### src/rtl/rv32im_decode_exec.sv
// rv32im_decode_exec: decodes one RV32IM instruction into a single ID/EX
// register, then computes the ALU result and branch decision from it.
// Ports: CLK, RESET (sync, active-low), STALL, FLUSH, INSTRUCTION, PC_IN,
//   DATA1/DATA2 (forwarded rs1/rs2) in; ALU_OUT, BRANCH_TAKEN,
//   REG_WRITE_EN/SEL, MEM_READ, MEM_WRITE, RD_ADDR, STORE_DATA, PC_OUT out.
// Macro M_EXT_EN: when defined, enables MUL/DIV decode and datapath.
module rv32im_decode_exec (
  input  logic        CLK,
  input  logic        RESET,
  input  logic        STALL,
  input  logic        FLUSH,
  input  logic [31:0] INSTRUCTION,
  input  logic [31:0] PC_IN,
  input  logic [31:0] DATA1,
  input  logic [31:0] DATA2,
  output logic [31:0] ALU_OUT,
  output logic        BRANCH_TAKEN,
  output logic        REG_WRITE_EN,
  output logic [1:0]  REG_WRITE_SEL,
  output logic [3:0]  MEM_READ,
  output logic [2:0]  MEM_WRITE,
  output logic [4:0]  RD_ADDR,
  output logic [31:0] STORE_DATA,
  output logic [31:0] PC_OUT
);

  typedef struct packed {
    logic [4:0]  alu;
    logic [3:0]  br;
    logic        op1_pc;
    logic        op2_imm;
    logic        jalr;
    logic        we;
    logic [1:0]  wsel;
    logic [3:0]  mrd;
    logic [2:0]  mwr;
    logic [4:0]  rd;
    logic [31:0] imm;
    logic [31:0] pc;
    logic [31:0] d1;
    logic [31:0] d2;
  } id_ex_t;

  localparam logic [4:0] A_ADD  = 5'b00000;
  localparam logic [4:0] A_SLL  = 5'b00001;
  localparam logic [4:0] A_SLT  = 5'b00010;
  localparam logic [4:0] A_SLTU = 5'b00011;
  localparam logic [4:0] A_XOR  = 5'b00100;
  localparam logic [4:0] A_SRL  = 5'b00101;
  localparam logic [4:0] A_OR   = 5'b00110;
  localparam logic [4:0] A_AND  = 5'b00111;
  localparam logic [4:0] A_SUB  = 5'b10000;
  localparam logic [4:0] A_SRA  = 5'b10101;
  localparam logic [4:0] A_FWD  = 5'b10001;

  id_ex_t ex, nx;

  logic [31:0] ins;
  logic [6:0]  opc;
  logic [2:0]  f3;
  logic [6:0]  f7;
  logic [31:0] imm_i, imm_s, imm_b, imm_u, imm_j;
  logic        op_alt, op_m, op_ok;

  assign ins = INSTRUCTION;
  assign opc = ins[6:0];
  assign f3  = ins[14:12];
  assign f7  = ins[31:25];

  assign imm_i = {{20{ins[31]}}, ins[31:20]};
  assign imm_s = {{20{ins[31]}}, ins[31:25], ins[11:7]};
  assign imm_b = {{20{ins[31]}}, ins[7], ins[30:25], ins[11:8], 1'b0};
  assign imm_u = {ins[31:12], 12'b0};
  assign imm_j = {{12{ins[31]}}, ins[19:12], ins[20], ins[30:21], 1'b0};

  // funct7 0100000 is only legal for SUB and SRA
  assign op_alt = (f7 == 7'b0100000) && (f3 == 3'b000 || f3 == 3'b101);
`ifdef M_EXT_EN
  assign op_m = (f7 == 7'b0000001);
`else
  assign op_m = 1'b0;
`endif
  assign op_ok = (f7 == 7'b0) || op_alt || op_m;

  always_comb begin
    nx = '0;
    nx.rd = ins[11:7];
    nx.pc = PC_IN;
    nx.d1 = DATA1;
    nx.d2 = DATA2;
    unique case (1'b1)
      (opc == 7'b0110111): begin
        nx.alu = A_FWD; nx.op2_imm = 1'b1; nx.imm = imm_u;
        nx.we = 1'b1; nx.wsel = 2'd1;
      end
      (opc == 7'b0010111): begin
        nx.op1_pc = 1'b1; nx.op2_imm = 1'b1; nx.imm = imm_u;
        nx.we = 1'b1; nx.wsel = 2'd1;
      end
      (opc == 7'b1101111): begin
        nx.op1_pc = 1'b1; nx.op2_imm = 1'b1; nx.imm = imm_j;
        nx.we = 1'b1; nx.wsel = 2'd3; nx.br = 4'b1010;
      end
      (opc == 7'b1100111): begin
        nx.op2_imm = 1'b1; nx.imm = imm_i; nx.jalr = 1'b1;
        nx.we = 1'b1; nx.wsel = 2'd3; nx.br = 4'b1010;
      end
      (opc == 7'b1100011): begin
        nx.op1_pc = 1'b1; nx.op2_imm = 1'b1; nx.imm = imm_b;
        // funct3 010/011 are not branches; keep them from aliasing 1010
        nx.br = (f3[2:1] == 2'b01) ? 4'b0000 : {1'b1, f3};
      end
      (opc == 7'b0000011): begin
        nx.op2_imm = 1'b1; nx.imm = imm_i;
        nx.we = 1'b1; nx.wsel = 2'd0; nx.mrd = {1'b1, f3};
      end
      (opc == 7'b0100011): begin
        nx.op2_imm = 1'b1; nx.imm = imm_s;
        nx.mwr = {1'b1, f3[1:0]};
      end
      (opc == 7'b0010011): begin
        nx.op2_imm = 1'b1; nx.imm = imm_i;
        nx.alu = {(f3 == 3'b101) && ins[30], 1'b0, f3};
        nx.we = 1'b1; nx.wsel = 2'd1;
      end
      (opc == 7'b0110011): begin
        if (op_ok) begin
          nx.alu = {op_alt, op_m, f3};
          nx.we = 1'b1; nx.wsel = 2'd1;
        end
      end
      default: ;
    endcase
  end

  always_ff @(posedge CLK) begin
    if (!RESET)      ex <= '0;
    else if (FLUSH)  ex <= '0;
    else if (!STALL) ex <= nx;
  end

  logic [31:0] op1, op2, res;
  logic [4:0]  sh;

  assign op1 = ex.op1_pc  ? ex.pc  : ex.d1;
  assign op2 = ex.op2_imm ? ex.imm : ex.d2;
  assign sh  = op2[4:0];

`ifdef M_EXT_EN
  logic signed [63:0] ma, mb, prod;
  logic               ovf, dz;

  // one 64-bit multiplier serves all four MUL variants via operand extension
  assign ma   = (ex.alu == 5'b01001 || ex.alu == 5'b01010) ?
                {{32{op1[31]}}, op1} : {32'b0, op1};
  assign mb   = (ex.alu == 5'b01001) ? {{32{op2[31]}}, op2} : {32'b0, op2};
  assign prod = ma * mb;
  assign dz   = (op2 == 32'b0);
  assign ovf  = (op1 == 32'h8000_0000) && (op2 == 32'hFFFF_FFFF);
`endif

  always_comb begin
    res = 32'b0;
    case (ex.alu)
      A_ADD:  res = op1 + op2;
      A_SUB:  res = op1 - op2;
      A_SLL:  res = op1 << sh;
      A_SLT:  res = {31'b0, $signed(op1) < $signed(op2)};
      A_SLTU: res = {31'b0, op1 < op2};
      A_XOR:  res = op1 ^ op2;
      A_SRL:  res = op1 >> sh;
      A_SRA:  res = $signed(op1) >>> sh;
      A_OR:   res = op1 | op2;
      A_AND:  res = op1 & op2;
      A_FWD:  res = op2;
`ifdef M_EXT_EN
      5'b01000: res = prod[31:0];
      5'b01001,
      5'b01010,
      5'b01011: res = prod[63:32];
      5'b01100: res = dz ? 32'hFFFF_FFFF : ovf ? 32'h8000_0000 :
                      $signed(op1) / $signed(op2);
      5'b01101: res = dz ? 32'hFFFF_FFFF : op1 / op2;
      5'b01110: res = dz ? op1 : ovf ? 32'b0 :
                      $signed(op1) % $signed(op2);
      5'b01111: res = dz ? op1 : op1 % op2;
`endif
      default: res = 32'b0;
    endcase
  end

  assign ALU_OUT = ex.jalr ? {res[31:1], 1'b0} : res;

  always_comb begin
    BRANCH_TAKEN = 1'b0;
    case (ex.br)
      4'b1000: BRANCH_TAKEN = (ex.d1 == ex.d2);
      4'b1001: BRANCH_TAKEN = (ex.d1 != ex.d2);
      4'b1100: BRANCH_TAKEN = ($signed(ex.d1) < $signed(ex.d2));
      4'b1101: BRANCH_TAKEN = ($signed(ex.d1) >= $signed(ex.d2));
      4'b1110: BRANCH_TAKEN = (ex.d1 < ex.d2);
      4'b1111: BRANCH_TAKEN = (ex.d1 >= ex.d2);
      4'b1010: BRANCH_TAKEN = 1'b1;
      default: BRANCH_TAKEN = 1'b0;
    endcase
  end

  assign REG_WRITE_EN  = ex.we;
  assign REG_WRITE_SEL = ex.wsel;
  assign MEM_READ      = ex.mrd;
  assign MEM_WRITE     = ex.mwr;
  assign RD_ADDR       = ex.rd;
  assign STORE_DATA    = ex.d2;
  assign PC_OUT        = ex.pc;

endmodule

### config.mk
export PLATFORM = sky130hd
export DESIGN_NAME = rv32im_decode_exec
export DESIGN_NICKNAME = d
export VERILOG_FILES = /design/src/rtl/rv32im_decode_exec.sv
export SDC_FILE = /design/constraint.sdc
export NUM_CORES = 1
export LEC_CHECK = 0
export BUFFER_PORTS_ARGS = -buffer_cell sky130_fd_sc_hd__buf_4
export CORE_ASPECT_RATIO = 2
export CORE_UTILIZATION = 30
export CTS_CLUSTER_DIAMETER = 60
export DETAILED_ROUTE_END_ITERATION = 8
export GPL_ROUTABILITY_DRIVEN = 1
export SLEW_MARGIN = 25
export SYNTH_ARGS = -nofsm -noshare
export SYNTH_HDL_FRONTEND = slang
export SYNTH_SLANG_ARGS = --single-unit
### constraint.sdc
create_clock -name CLK -period 5.2 [get_ports CLK]
set_input_delay 0.26 -clock CLK [delete_from_list [all_inputs] [get_ports CLK]]
set_output_delay 0.26 -clock CLK [all_outputs]
set_load 0.03 [all_outputs]
# ---- Word level (Yosys, flattened, before mapping)
# Cells that the tools add are included.
# Widths: inputs -> output; s select.
dict set report totals {
  register_bits 155
  input_bits 132
  word_cells 91
}
dict set report classes {
  add_sub_neg 2
  magnitude_cmp 6
  n_eq_ne 31
  shifts 3
  n_mux 17
  n_bitwise 4
  n_reduce_logical 14
}
# operator count
set ops {}
lappend ops {{$pmux 32 s11} 1}
lappend ops {{$pmux 32 s5} 1}
lappend ops {{$lt 32x32->1} 4}
lappend ops {{$ge 32x32->1} 2}
lappend ops {{$mux 32} 2}
lappend ops {{$add 32x32->32} 1}
lappend ops {{$and 32x32->32} 1}
lappend ops {{$eq 32x32->1} 1}
lappend ops {{$ne 32x32->1} 1}
lappend ops {{$or 32x32->32} 1}
lappend ops {{$shl 32x5->32} 1}
lappend ops {{$shr 32x5->32} 1}
lappend ops {{$sshr 32x5->32} 1}
lappend ops {{$sub 32x32->32} 1}
lappend ops {{$xor 32x32->32} 1}
lappend ops {{$eq 4x4->1 const B} 7}
lappend ops {{$eq 7x6->1 const B} 4}
lappend ops {{$eq 7x7->1 const B} 3}
lappend ops {{$eq 5x3->1 const B} 4}
lappend ops {{$eq 5x5->1 const B} 3}
lappend ops {{$pmux 5 s3} 1}
lappend ops {{$eq 7x5->1 const B} 2}
lappend ops {{$pmux 3 s4} 1}
lappend ops {{$eq 5x2->1 const B} 2}
lappend ops {{19 further kinds} 30}

# ---- Depth between registers and ports, before layout
# Gate-level depths: netlist (run 1).
dict set report depth {
  depth_word 6
  ltp_mapped 17
}

# ---- Least setup slack after synthesis (run 1)
# Ideal clock, no wire load.
dict set report synth_path {
  kind {reg2out}
  from {register ex[144] (netlist bit)}
  to {output ALU_OUT[21]}
  t_arrival_ns 4.595
  path_slack_ns 0.345
  path_stages_with_launch 16
  cell_sequence {dfxtp_1 > buf_2 > mux2i_2 > clkbuf_1 > clkbuf_1 > buf_1 > ha_1 > buf_2 > or4_4 > a2111oi_4 > nor4_1 > o311a_1 > o211ai_1 > o21ai_0 > xnor2_1 > o211ai_1}
}
dict set report synth_via {
  elab_chain_cells 3
}
# item line_no
set synth_lines {}
lappend synth_lines {{start, declared} 56} ;# id_ex_t ex, nx;
lappend synth_lines {{start signal, assigned} 139} ;# else if (!STALL) ex <= nx;
lappend synth_lines {{$mux 32 *} 146} ;# assign op2 = ex.op2_imm ? ex.imm : ex.d2;
lappend synth_lines {{$sub 32x32->32, or another cell as far along} 166} ;# A_SUB: res = op1 - op2;
lappend synth_lines {{$pmux 32 s11 *} 164} ;# case (ex.alu)
lappend synth_lines {{end, declared} 16} ;# output logic [31:0] ALU_OUT,
# Every way passes the cells marked *; elsewhere a longest branch is shown, timed or not.

# ---- Worst setup path in the final report (run 1)
dict set report layout_path {
  from {register ex[145] (netlist bit)}
  to {output ALU_OUT[17]}
}
dict set report layout_via {
  elab_chain_cells 3
}
# item line_no
set layout_lines {}
lappend layout_lines {{$mux 32 *} 145} ;# assign op1 = ex.op1_pc ? ex.pc : ex.d1;
lappend layout_lines {{$sub 32x32->32, or another cell as far along} 166}
lappend layout_lines {{$pmux 32 s11 *} 164}
# Marked as above.

==> results of run 1 <==
[worst max-delay path, delay by kind of cell, from the launching register on]
family / cells / cell delay [ns]
AOI/OAI and AO/OA: 1 / 0.54
buffers and inverters: 3 / 0.83
muxes: 4 / 2.02
and+or+nand+nor: 2 / 0.71
DFF: 1 / 0.41
[path summary, 6_finish.rpt]
| check | startpoint | endpoint | slack [ns] |
|---|---|---|---|
| max | ex[145]$_SDFFE_PP0N_ | ALU_OUT[17] | -0.09 |
| min | DATA1[5] | ex[37]$_SDFFE_PP0N_ | 0.02 |
| max reg2reg | ex[150]$_SDFFE_PP0N_ | ex[150]$_SDFFE_PP0N_ | 3.62 |
| min reg2reg | REG_WRITE_EN$_SDFFE_PP0N_ | REG_WRITE_EN$_SDFFE_PP0N_ | 0.49 |
[metrics by stage]
stage | TNS (ns) | cell area [µm²] | utilization, % | instances | hold WS, ns
3_3_place_gp | 0 | 19100 | 35.0 | 3162 | 0.457
3_5_place_dp | 0 | 19100 | 35.0 | 3162 | 0.458
2_1_floorplan | 0 | 16600 | - | 2302 | 0.404
5_1_grt | 0 | 20500 | 37.5 | 3257 | 0.0125
4_1_cts | 0 | 20400 | 37.4 | 3255 | 0.0000833
6_report | -0.0893 | 20500 | 37.6 | 3260 | 0.0184
[kinds of logic after synthesis]
kind of cell / after synthesis / share of synthesized area (%)
multiplexers: 249 / 15.3
AO/OA/AOI/OAI: 656 / 25.9
flip-flops: 154 / 18.5
buffers and inverters: 387 / 10.7
XOR/XNOR: 23 / 1.21
adder cells (fa/ha/maj): 131 / 9.95
AND/OR/NAND/NOR: 702 / 18.4
[state kept, by name (all words and copies together) (netlist names)]
signal         count
STORE_DATA        32
REG_WRITE_EN       1
MEM_READ           4
RD_ADDR            5
REG_WRITE_SEL      2
MEM_WRITE          3
ex                75
PC_OUT            32
[Yosys cell counts (31+ instances only)]
cell      count  area (µm²)
nand3_1      40         200
dfxtp_1     154        3080
mux2i_1     236        2360
nor2_1      308        1160
nand2_1     198         743
ha_1        129        1610
a21oi_1     172         861
a221oi_1     41         359
inv_1       147         552
a22oi_1      31         233
o211ai_1     32         240
clkbuf_1    126         473
nor3_1       44         220
o21ai_0     140         701
buf_4        79         593
[where the power goes]
group	switching [mW]	internal (mW)	total [mW]
logic	0.775	0.464	1.24
clock network	0.534	0.952	1.49
registers	0.0487	1.21	1.26
total	1.36	2.63	3.99
[repair_timing]
item	4_1_cts	5_1_grt
pin swaps	0	4
hold endpoints to repair	62	0
hold buffers	62	0
buffers inserted	0	2
resized for setup	2	14
endpoints found under the setup margin	4	11
[placed cells by master, fill, tap and decap left out, types with 28 or more instances in the layout]
cell	n
dlygate4sd3_1	62
a21o_1	29
o21ai_0	134
a211oi_1	28
ha_1	128
o211ai_1	32
nand2_1	198
nand3_1	39
a221oi_1	39
a21oi_1	172
nor2_1	305
nor3_1	43
buf_4	356
mux2i_1	233
dfxtp_1	151
o22ai_1	28
a22oi_1	31
inv_1	146
[layout make-up]
class,instances,area [µm²]
diodes,3,7.51
clock buffers,25,626
clock inverters,6,85.1
fillers,5724,34100
inverters,151,567
multi-input cells,1761,11900
flip-flops and latches,154,3090
well taps,738,923
repair buffers,422,3350
[routing by layer]
layer	vias to the layer above	global-route usage, %
met3	422	6.43
met5	-	0.0887
li1	8599	-
met1	9223	32.0
met4	0	30.2
met2	1208	56.9
==> key figures, run 1 <==
Finish
  – Fraction of final layout cells with drive strength greater than 1: ~18%
  – Final net count: roughly 2800
  – Relative area change from synthesis to final layout: 23.5%

STA
  – Least-Margin Pin Slew: 1.12 ns
  – Final cycle utilization of the critical path: 102%
  – Final setup skew: 0 ns
  – Remaining max-slew budget at the tightest pin: 23.1%
  – Final count of pins violating max slew: 0
  – Final Worst Setup Slack: -0.0893 ns
  – RSZ-0062 raised after global routing: no
  – Final hold vios: 0
  – Time the worst path needs with I/O delays and setup: 5.29 ns
  – Finish-stage setup viols: 1
  – Maximum clock frequency: 0.189 GHz

Setup path
  – Worst endpoint required time: 4.94 ns
  – CP Cell Sequence: buf_4, mux2i_1, buf_4, mux2i_1, mux2_2, mux2i_1, o22a_1, nor2_1, or4_1, buf_4
  – Crit-path slowest cell: mux2i_1
  – Highest net fanout along the worst path: 16
  – Crit path capture type: output pin
  – Critical Setup Path Class: flop to output pin
  – Category of the worst setup path launch point: flop
  – Data arrival time at the worst-slack endpoint: 5.03 ns
  – Length in cells of the worst reg-to-reg path: 2
  – Largest stage delay on the critical path: 0.88 ns

Power
  – Total power after layout: between 3 and 4 mW
  – Maximum VDD drop: around 290 µV
  – Leak: around 9 nW
  – Power Dens Cells: 194 mW/mm²

Clocking
  – Clock-pin slew on the worst setup and hold paths: 0.05 ns
  – H-tree Lvls: 4
  – Clock tree from TritonCTS: yes
  – Num CTS Buffers: 25
  – Clock Sinks: 154
  – Skew-Pair Late Insertion Delay: slightly below 0.5 ns
  – Longest Clk Path Bufs: 3
  – Cell at the root of the clock tree: clkbuf_16

Drt
  – Amount of wire on met2 after detailed routing: 45300 µm
  – Wire length on met1: between 30000 and 40000 µm
  – Wirelength, routed: 93000 µm
  – Vias after detailed routing: 19500
  – Routed Antenna Nets: 0
  – Top layer in use: met4
  – Number of violations reported at the end of detailed-routing iteration 0: about 1700
  – Number of detailed-route iterations in the first pass: 6
  – DRC: 0
  – Met3 wirelength from detailed routing: 6630 µm
  – DR vias/cell: 5.97
  – Wire length per cell after detailed routing: 28.5 µm

Floorplan
  – Die footprint: roughly 0.056 mm²
  – Total core area: 0.0547 mm²
  – Starting Density: 30.4%
  – Top-level I/O count: 244
  – Num rows: about 120
  – Die Width: about 170 µm
  – Height of the die: about 330 µm

Synthesis
  – #FFs+latches synth: 154
  – Total of warnings raised by yosys: 0
  – Proportion of synthesized chip area in sequential cells: 18.5%
  – Nets in the synthesized netlist: 2565
  – Synth cell types: 81
  – Post-Syn Instances: 2302
  – Async set-or-reset flop fraction in the synthesized netlist: 0%
  – Combined area of all synthesized cells: 0.0166 mm²
  – Commonest register cell after synthesis: dfxtp_1
  – Number of flops mapped to enable cells by yosys: 0
  – Syn avg cell area: 7.22 µm²

Placement
  – IO Port Bufs: 243
  – Detailed placement HPWL: 71600 µm
  – Final RePlAce weighted congestion: around 1.1
  – Post-Place Setup Slack: 0.446 ns

GRT
  – Gr usage total: 32.5%
  – Maximum number of pins on one net before global-route repair: 98
  – Vias in the first global route: 19300
  – Wire length of the first global-routing pass: 132000 µm
  – Initial antenna violation count: 3
  – Remaining global-route overflow: 0

Outcome
  – Run status: finished with violations
  – Violations in the final reports: negative setup slack

Worst hold path
  – Worst min-delay path category: input pin to flop
  – Instance count along the most critical hold path: 3

Flow run
  – Number of max-cap violations: 0
No activity file was read; power rests on OpenSTA's default activity.
==> run 2: changes to the inputs <==
==> constraint.sdc (replaced) <==
create_clock -name CLK -period 6.5 [get_ports CLK]
set_input_delay 0.325 -clock CLK [delete_from_list [all_inputs] [get_ports CLK]]
set_output_delay 0.325 -clock CLK [all_outputs]
set_load 0.03 [all_outputs]
==> run 2 against run 1 <==
The flow now finishes without violations; sequential share of layout area is 0.75 points higher; global-route usage barely moved; utilization shrank 1.8 points; register-to-register slack improved by 1.4 ns; hold slack gained 0.040 ns; flip-flop and latch count did not move; combinational power fell by 26%; clock-buffer cell count is 4 higher; critical path type unchanged.
==> key figures, run 2 (same netlist as run 1, synthesis figures left out) <==
STA
  – Remaining max-slew budget at the tightest pin: 23.5%
  – Final Worst Setup Slack: 0.290 ns
  – Final cycle utilization of the critical path: approximately 96%
  – Final hold vios: 0
  – Maximum clock frequency: 0.161 GHz
  – Finish-stage setup viols: 0
  – Final TNS setup: 0 ns
  – RSZ-0062 raised after global routing: no
  – Final setup skew: 0 ns
  – Least-Margin Pin Slew: 1.13 ns
  – Time the worst path needs with I/O delays and setup: 6.21 ns
  – Final count of pins violating max slew: 0

Placement
  – Detailed placement HPWL: about 76000 µm
  – Post-Place Setup Slack: ~0.78 ns
  – IO Port Bufs: 243
  – Final RePlAce weighted congestion: 1.05

Finish
  – Largest Register: ex
  – Multi-input gate area: 0.0118 mm²
  – Fraction of final layout cells with drive strength greater than 1: ~17%
  – Fillcell total: about 5800
  – Commonest non-fill, non-tap cell in the layout: buf_4
  – Relative area change from synthesis to final layout: 17.6%
  – Number of flip-flops in the largest register: 75
  – Most frequent cells in the layout: buf_4, nor2_1, mux2i_1
  – Final net count: 2676
  – Sequential standard cell area: 0.00309 mm²

Setup path
  – Data arrival time at the worst-slack endpoint: 5.88 ns
  – CP Cell Sequence: buf_4, nand2_1, o21a_1, buf_4, fa_1, nor2b_1, o21ai_0, a31oi_1, o21ai_0, o21ai_0, o21ai_0, nor3_1, a211o_1, a311oi_1, buf_4
  – Worst endpoint required time: 6.17 ns
  – Highest net fanout along the worst path: 28
  – Crit-path slowest cell: dfxtp_2
  – Crit path capture type: output pin
  – Critical Setup Path Class: flop to output pin
  – Largest stage delay on the critical path: 0.71 ns
  – Critical path's most frequent cell: o21ai_0
  – Length in cells of the worst reg-to-reg path: 2
  – Category of the worst setup path launch point: flop

Clocking
  – Post-CTS Repair Setup Buffers: 0
  – Num CTS Buffers: 25
  – Hold Buf Count CTS: 0
  – Longest Clk Path Bufs: 3
  – Post-CTS resize count: 0
  – Clock tree from TritonCTS: yes
  – Clock-pin slew on the worst setup and hold paths: 0.07 ns
  – Cell at the root of the clock tree: clkbuf_16
  – H-tree Lvls: 4
  – Clock Sinks: 154
  – Skew-Pair Late Insertion Delay: 0.50 ns

Power
  – Switching power as a share of total power: 33.9%
  – Sw Pwr: 1.06 mW
  – Clock Power Share: 38.2%
  – Internal Pwr Total: 2.06 mW
  – Power Dens Cells: 160 mW/mm²
  – Register share of total power: around 32%
  – Leak: 8.50 nW
  – Combinational share of power: slightly below 30%
  – Maximum VDD drop: 163 µV

Flow run
  – Number of max-cap violations: 0

GRT
  – Vias in the first global route: between 15000 and 20000
  – Wire length of the first global-routing pass: 132000 µm
  – Maximum number of pins on one net before global-route repair: 121
  – Gr usage total: 32.5%
  – Initial antenna violation count: 0
  – Remaining global-route overflow: 0

Drt
  – Routed Antenna Nets: 0
  – Wire length per cell after detailed routing: 29.5 µm
  – DR vias/cell: 5.93
  – Number of detailed-route iterations in the first pass: 5
  – Vias after detailed routing: 18700
  – Number of violations reported at the end of detailed-routing iteration 0: 1485
  – DRC: 0
  – Wirelength, routed: 93000 µm

Floorplan
  – Top-level I/O count: 244
  – Starting Density: 30.4%
  – Height of the die: 335 µm
  – Die footprint: 0.0564 mm²
  – Die Width: around 170 µm
  – Num rows: 121
  – Total core area: approximately 0.055 mm²

Worst hold path
  – Instance count along the most critical hold path: 3
  – Worst min-delay path category: input pin to flop

Outcome
  – Run status: completed
[run 2: changes by cell type in the layout (fill, tap and decap cells not counted), moves of 2 or more]
cell	previous run	this run
a221oi_2	4	2
o21ai_1	7	3
buf_4	356	318
clkinv_2	2	0
dlygate4sd3_1	62	0
o21ai_0	134	138
clkbuf_8	1	5
a221oi_1	39	41
diode_2	3	1
[run 2: final timing paths]
kind                   startpoint  slack [ns]              endpoint
max          ex[144]$_SDFFE_PP0N_        0.29            ALU_OUT[0]
max reg2reg  ex[150]$_SDFFE_PP0N_        5.00  ex[150]$_SDFFE_PP0N_
min                     DATA1[17]        0.06   ex[49]$_SDFFE_PP0N_
min reg2reg  ex[119]$_SDFFE_PP0N_        0.47  ex[119]$_SDFFE_PP0N_
[run 2: worst max-delay path, delay by kind of cell (launching register included)]
| kind | cells | cell delay (ns) |
|---|---|---|
| AO/OA/AOI/OAI | 8 | 2.95 |
| buffers and inverters | 3 | 0.85 |
| flip-flops | 1 | 0.71 |
| adder cells (fa/ha/maj) | 1 | 0.45 |
| AND/OR/NAND/NOR | 3 | 0.40 |
[run 2: layout make-up]
cell class | instances | share of cell area (%)
antenna | 1 | 0.0128
clock buffer | 29 | 3.48
clock inverter | 3 | 0.230
inverter | 151 | 2.90
multi-input combinational | 1761 | 60.6
sequential | 154 | 15.8
tap | 738 | 4.72
timing repair buffer | 320 | 12.3
[run 2: power groups by stage]
stage | Sequential [mW] | Combinational (mW) | Clock [mW]
2_1_floorplan | 1.00 | 0.549 | 0
3_3_place_gp | 1.03 | 0.894 | 0
3_5_place_dp | 1.03 | 0.899 | 0
4_1_cts | 1.00 | 0.903 | 1.21
5_1_grt | 1.01 | 0.968 | 1.25
6_report | 1.01 | 0.922 | 1.19
[run 2: through the flow]
step | total power, mW | cell area, µm² | utilization (%) | cells | hold slack (ns)
final | 3.12 | 19600 | 35.8 | 3157 | 0.0583
after global routing | 3.22 | 19600 | 35.8 | 3156 | 0.0613
after CTS | 3.12 | 19500 | 35.8 | 3156 | 0.0453
after detailed placement | 1.92 | 18800 | 34.4 | 3124 | 0.466
after global placement | 1.92 | 18800 | 34.4 | 3123 | 0.456
after floorplan | 1.55 | 16600 | - | 2302 | 0.450
[run 2: routing by layer]
layer / share of wire [%] / GRT usage, % / wire, µm / vias to the layer above
met5: 0 / 0 / 0 / -
met4: 12 / 32.1 / 10900 / 0
met3: 5.8 / 4.11 / 5360 / 366
met2: 50 / 58.1 / 46100 / 967
met1: 33 / 31.8 / 30600 / 9007
li1: - / - / - / 8384
==> run 3: changes to the inputs <==
==> constraint.sdc (replaced) <==
create_clock -name CLK -period 5.9 [get_ports CLK]
set_input_delay 0.295 -clock CLK [delete_from_list [all_inputs] [get_ports CLK]]
set_output_delay 0.295 -clock CLK [all_outputs]
set_load 0.03 [all_outputs]
==> run 3 against run 2 <==
Cell area up 0.54%; first-iteration DRC count grew 1.7%; clock power is 11% higher; clock-buffer cell count did not move; non-clock buffer count increased by 12; critical path type unchanged; critical endpoint is now ALU_OUT[29]; sequential share of layout area is 0.084 points lower.
==> key figures, run 3 (same netlist as run 1, synthesis figures left out) <==
Power
  – Leak: approximately 8.6 nW
  – Combinational share of power: 30.1%
  – Register share of total power: 31.8%
  – Maximum VDD drop: 334 µV
  – Switching power as a share of total power: 34.2%
  – Power Dens Cells: 177 mW/mm²
  – Clock Power Share: about 38%
  – Sw Pwr: 1.19 mW
  – Internal Pwr Total: 2.29 mW
  – Total power after layout: approximately 3.5 mW

Drt
  – Top layer in use: met4
  – Amount of wire on met2 after detailed routing: about 49000 µm
  – Number of violations reported at the end of detailed-routing iteration 0: 1510
  – Wire length per cell after detailed routing: 30.5 µm
  – DR vias/cell: 5.92
  – Met3 wirelength from detailed routing: 5010 µm
  – Wirelength, routed: 96600 µm
  – Vias after detailed routing: about 19000
  – DRC: 0
  – Routed Antenna Nets: 0
  – Number of detailed-route iterations in the first pass: 6
  – Wire length on met1: roughly 33000 µm

Setup path
  – Highest net fanout along the worst path: 14
  – CP Cell Sequence: buf_4, mux2i_1, ha_1, or4_4, a2111oi_4, o31a_2, a221o_1, a21oi_1, o21ai_0, mux2i_1, nand3_1, buf_4
  – R2r startpoint: ex[151]$_SDFFE_PP0N_
  – Data arrival time at the worst-slack endpoint: 5.38 ns
  – Category of the worst setup path launch point: flop
  – Critical Setup Path Class: flop to output pin
  – Crit-path slowest cell: mux2i_1
  – Crit path capture type: output pin
  – Worst endpoint required time: between 5 and 6 ns
  – Kind of cell with the highest combined delay on the critical path: compound AO/OA/AOI/OAI gates
  – Origin of the worst setup path: ex[145]$_SDFFE_PP0N_
  – CP Buf/Inv Count: 2
  – Largest stage delay on the critical path: 0.92 ns

Clocking
  – Longest Clk Path Bufs: 3
  – Clock-pin slew on the worst setup and hold paths: 0.06 ns
  – Clock tree from TritonCTS: yes
  – Post-CTS Repair Setup Buffers: 0
  – Clock Sinks: 154
  – Cell at the root of the clock tree: clkbuf_16
  – Skew-Pair Late Insertion Delay: 0.49 ns
  – Hold Buf Count CTS: 0
  – H-tree Lvls: 4
  – Num CTS Buffers: 25

Worst hold path
  – Hold Path Origin: DATA1[9]
  – Worst min-delay path category: input pin to flop

GRT
  – Maximum number of pins on one net before global-route repair: between 80 and 90
  – Initial antenna violation count: 4
  – Wire length of the first global-routing pass: roughly 140000 µm
  – Remaining global-route overflow: 0
  – Gr usage total: 33.8%
  – Vias in the first global route: 18800

STA
  – Least-Margin Pin Slew: roughly 1.1 ns
  – Final cycle utilization of the critical path: 96.2%
  – Final setup skew: 0 ns
  – Time the worst path needs with I/O delays and setup: roughly 5.7 ns
  – Hold Slack: ~0.022 ns
  – Final Worst Setup Slack: 0.227 ns
  – Remaining max-slew budget at the tightest pin: around a quarter
  – Finish-stage setup viols: 0
  – Final TNS setup: 0 ns
  – Maximum clock frequency: approximately 0.18 GHz
  – Final hold vios: 0
  – Final count of pins violating max slew: 0
  – RSZ-0062 raised after global routing: no

Floorplan
  – Total core area: between 0.05 and 0.06 mm²
  – Num rows: 121
  – Die footprint: about 0.056 mm²
  – Starting Density: 30.4%
  – Top-level I/O count: 244
  – Height of the die: between 300 and 400 µm
  – Die Width: approximately 170 µm

Outcome
  – Run status: completed

Finish
  – Most frequent cells in the layout: buf_4, nor2_1, mux2i_1
  – Post-route non-filler standard cell count: roughly 3200
  – Fraction of final layout cells with drive strength greater than 1: about 17%
  – Final net count: 2688
  – Commonest non-fill, non-tap cell in the layout: buf_4
  – Relative area change from synthesis to final layout: 18.2%
  – Number of flip-flops in the largest register: 75
  – Largest Register: ex

Placement
  – Final RePlAce weighted congestion: 1.05
  – Detailed placement HPWL: 77300 µm
  – IO Port Bufs: 243
  – Instance count after placement with tap cells included: 3135
  – Post-Place Setup Slack: between 0.7 and 0.8 ns

Flow run
  – Number of max-cap violations: 0
[run 3: tightest hold or removal path, delay by kind of cell]
family	cells	cell delay [ns]
AND/OR/NAND/NOR	1	0.07
buffers and inverters	1	0.07
multiplexers	1	0.05
[run 3: worst paths after layout]
kind,endpoint,slack [ns],cells after the start
hold reg to reg,REG_WRITE_EN$_SDFFE_PP0N_,0.46,2
setup reg to reg,ex[151]$_SDFFE_PP0N_,4.70,2
setup / recovery,ALU_OUT[29],0.23,12
hold / removal,ex[41]$_SDFFE_PP0N_,0.02,3
[run 3: final cells by class]
cell class                      instances  area (µm²)
Clock buffer                           29         651
Fill cell                            5857       35000
Timing Repair Buffer                  332        2500
Sequential cell                       154        3090
Multi-Input combinational cell       1761       11900
Inverter                              151         567
Antenna cell                            4        10.0
Clock inverter                          3        65.1
Tap cell                              738         923
[run 3: timing repair]
item	4_1_cts	5_1_grt
endpoints found under the setup margin	0	6
gates resized for setup	0	2
hold endpoints to repair	0	0
[run 3: power by group through the flow]
stage               sequential [mW]  combinational, mW  clock (mW)
detailed placement             1.13               1.01           0
global route                   1.11               1.10        1.38
finish                         1.11               1.05        1.32
floorplan                      1.11              0.605           0
CTS                            1.11               1.02        1.34
global placement               1.13               1.01           0
[run 3: metrics by stage]
stage | util (%) | instance area [µm²]
after floorplan | - | 16600
after global placement | 34.6 | 18900
after detailed placement | 34.6 | 18900
after CTS | 35.9 | 19600
after global routing | 35.9 | 19600
final | 36.0 | 19700
[run 3: layer usage]
metal	global-route usage, %	vias up
met5	0	-
met4	31.9	0
met3	4.82	328
met2	60.6	975
met1	33.1	9048
li1	-	8420
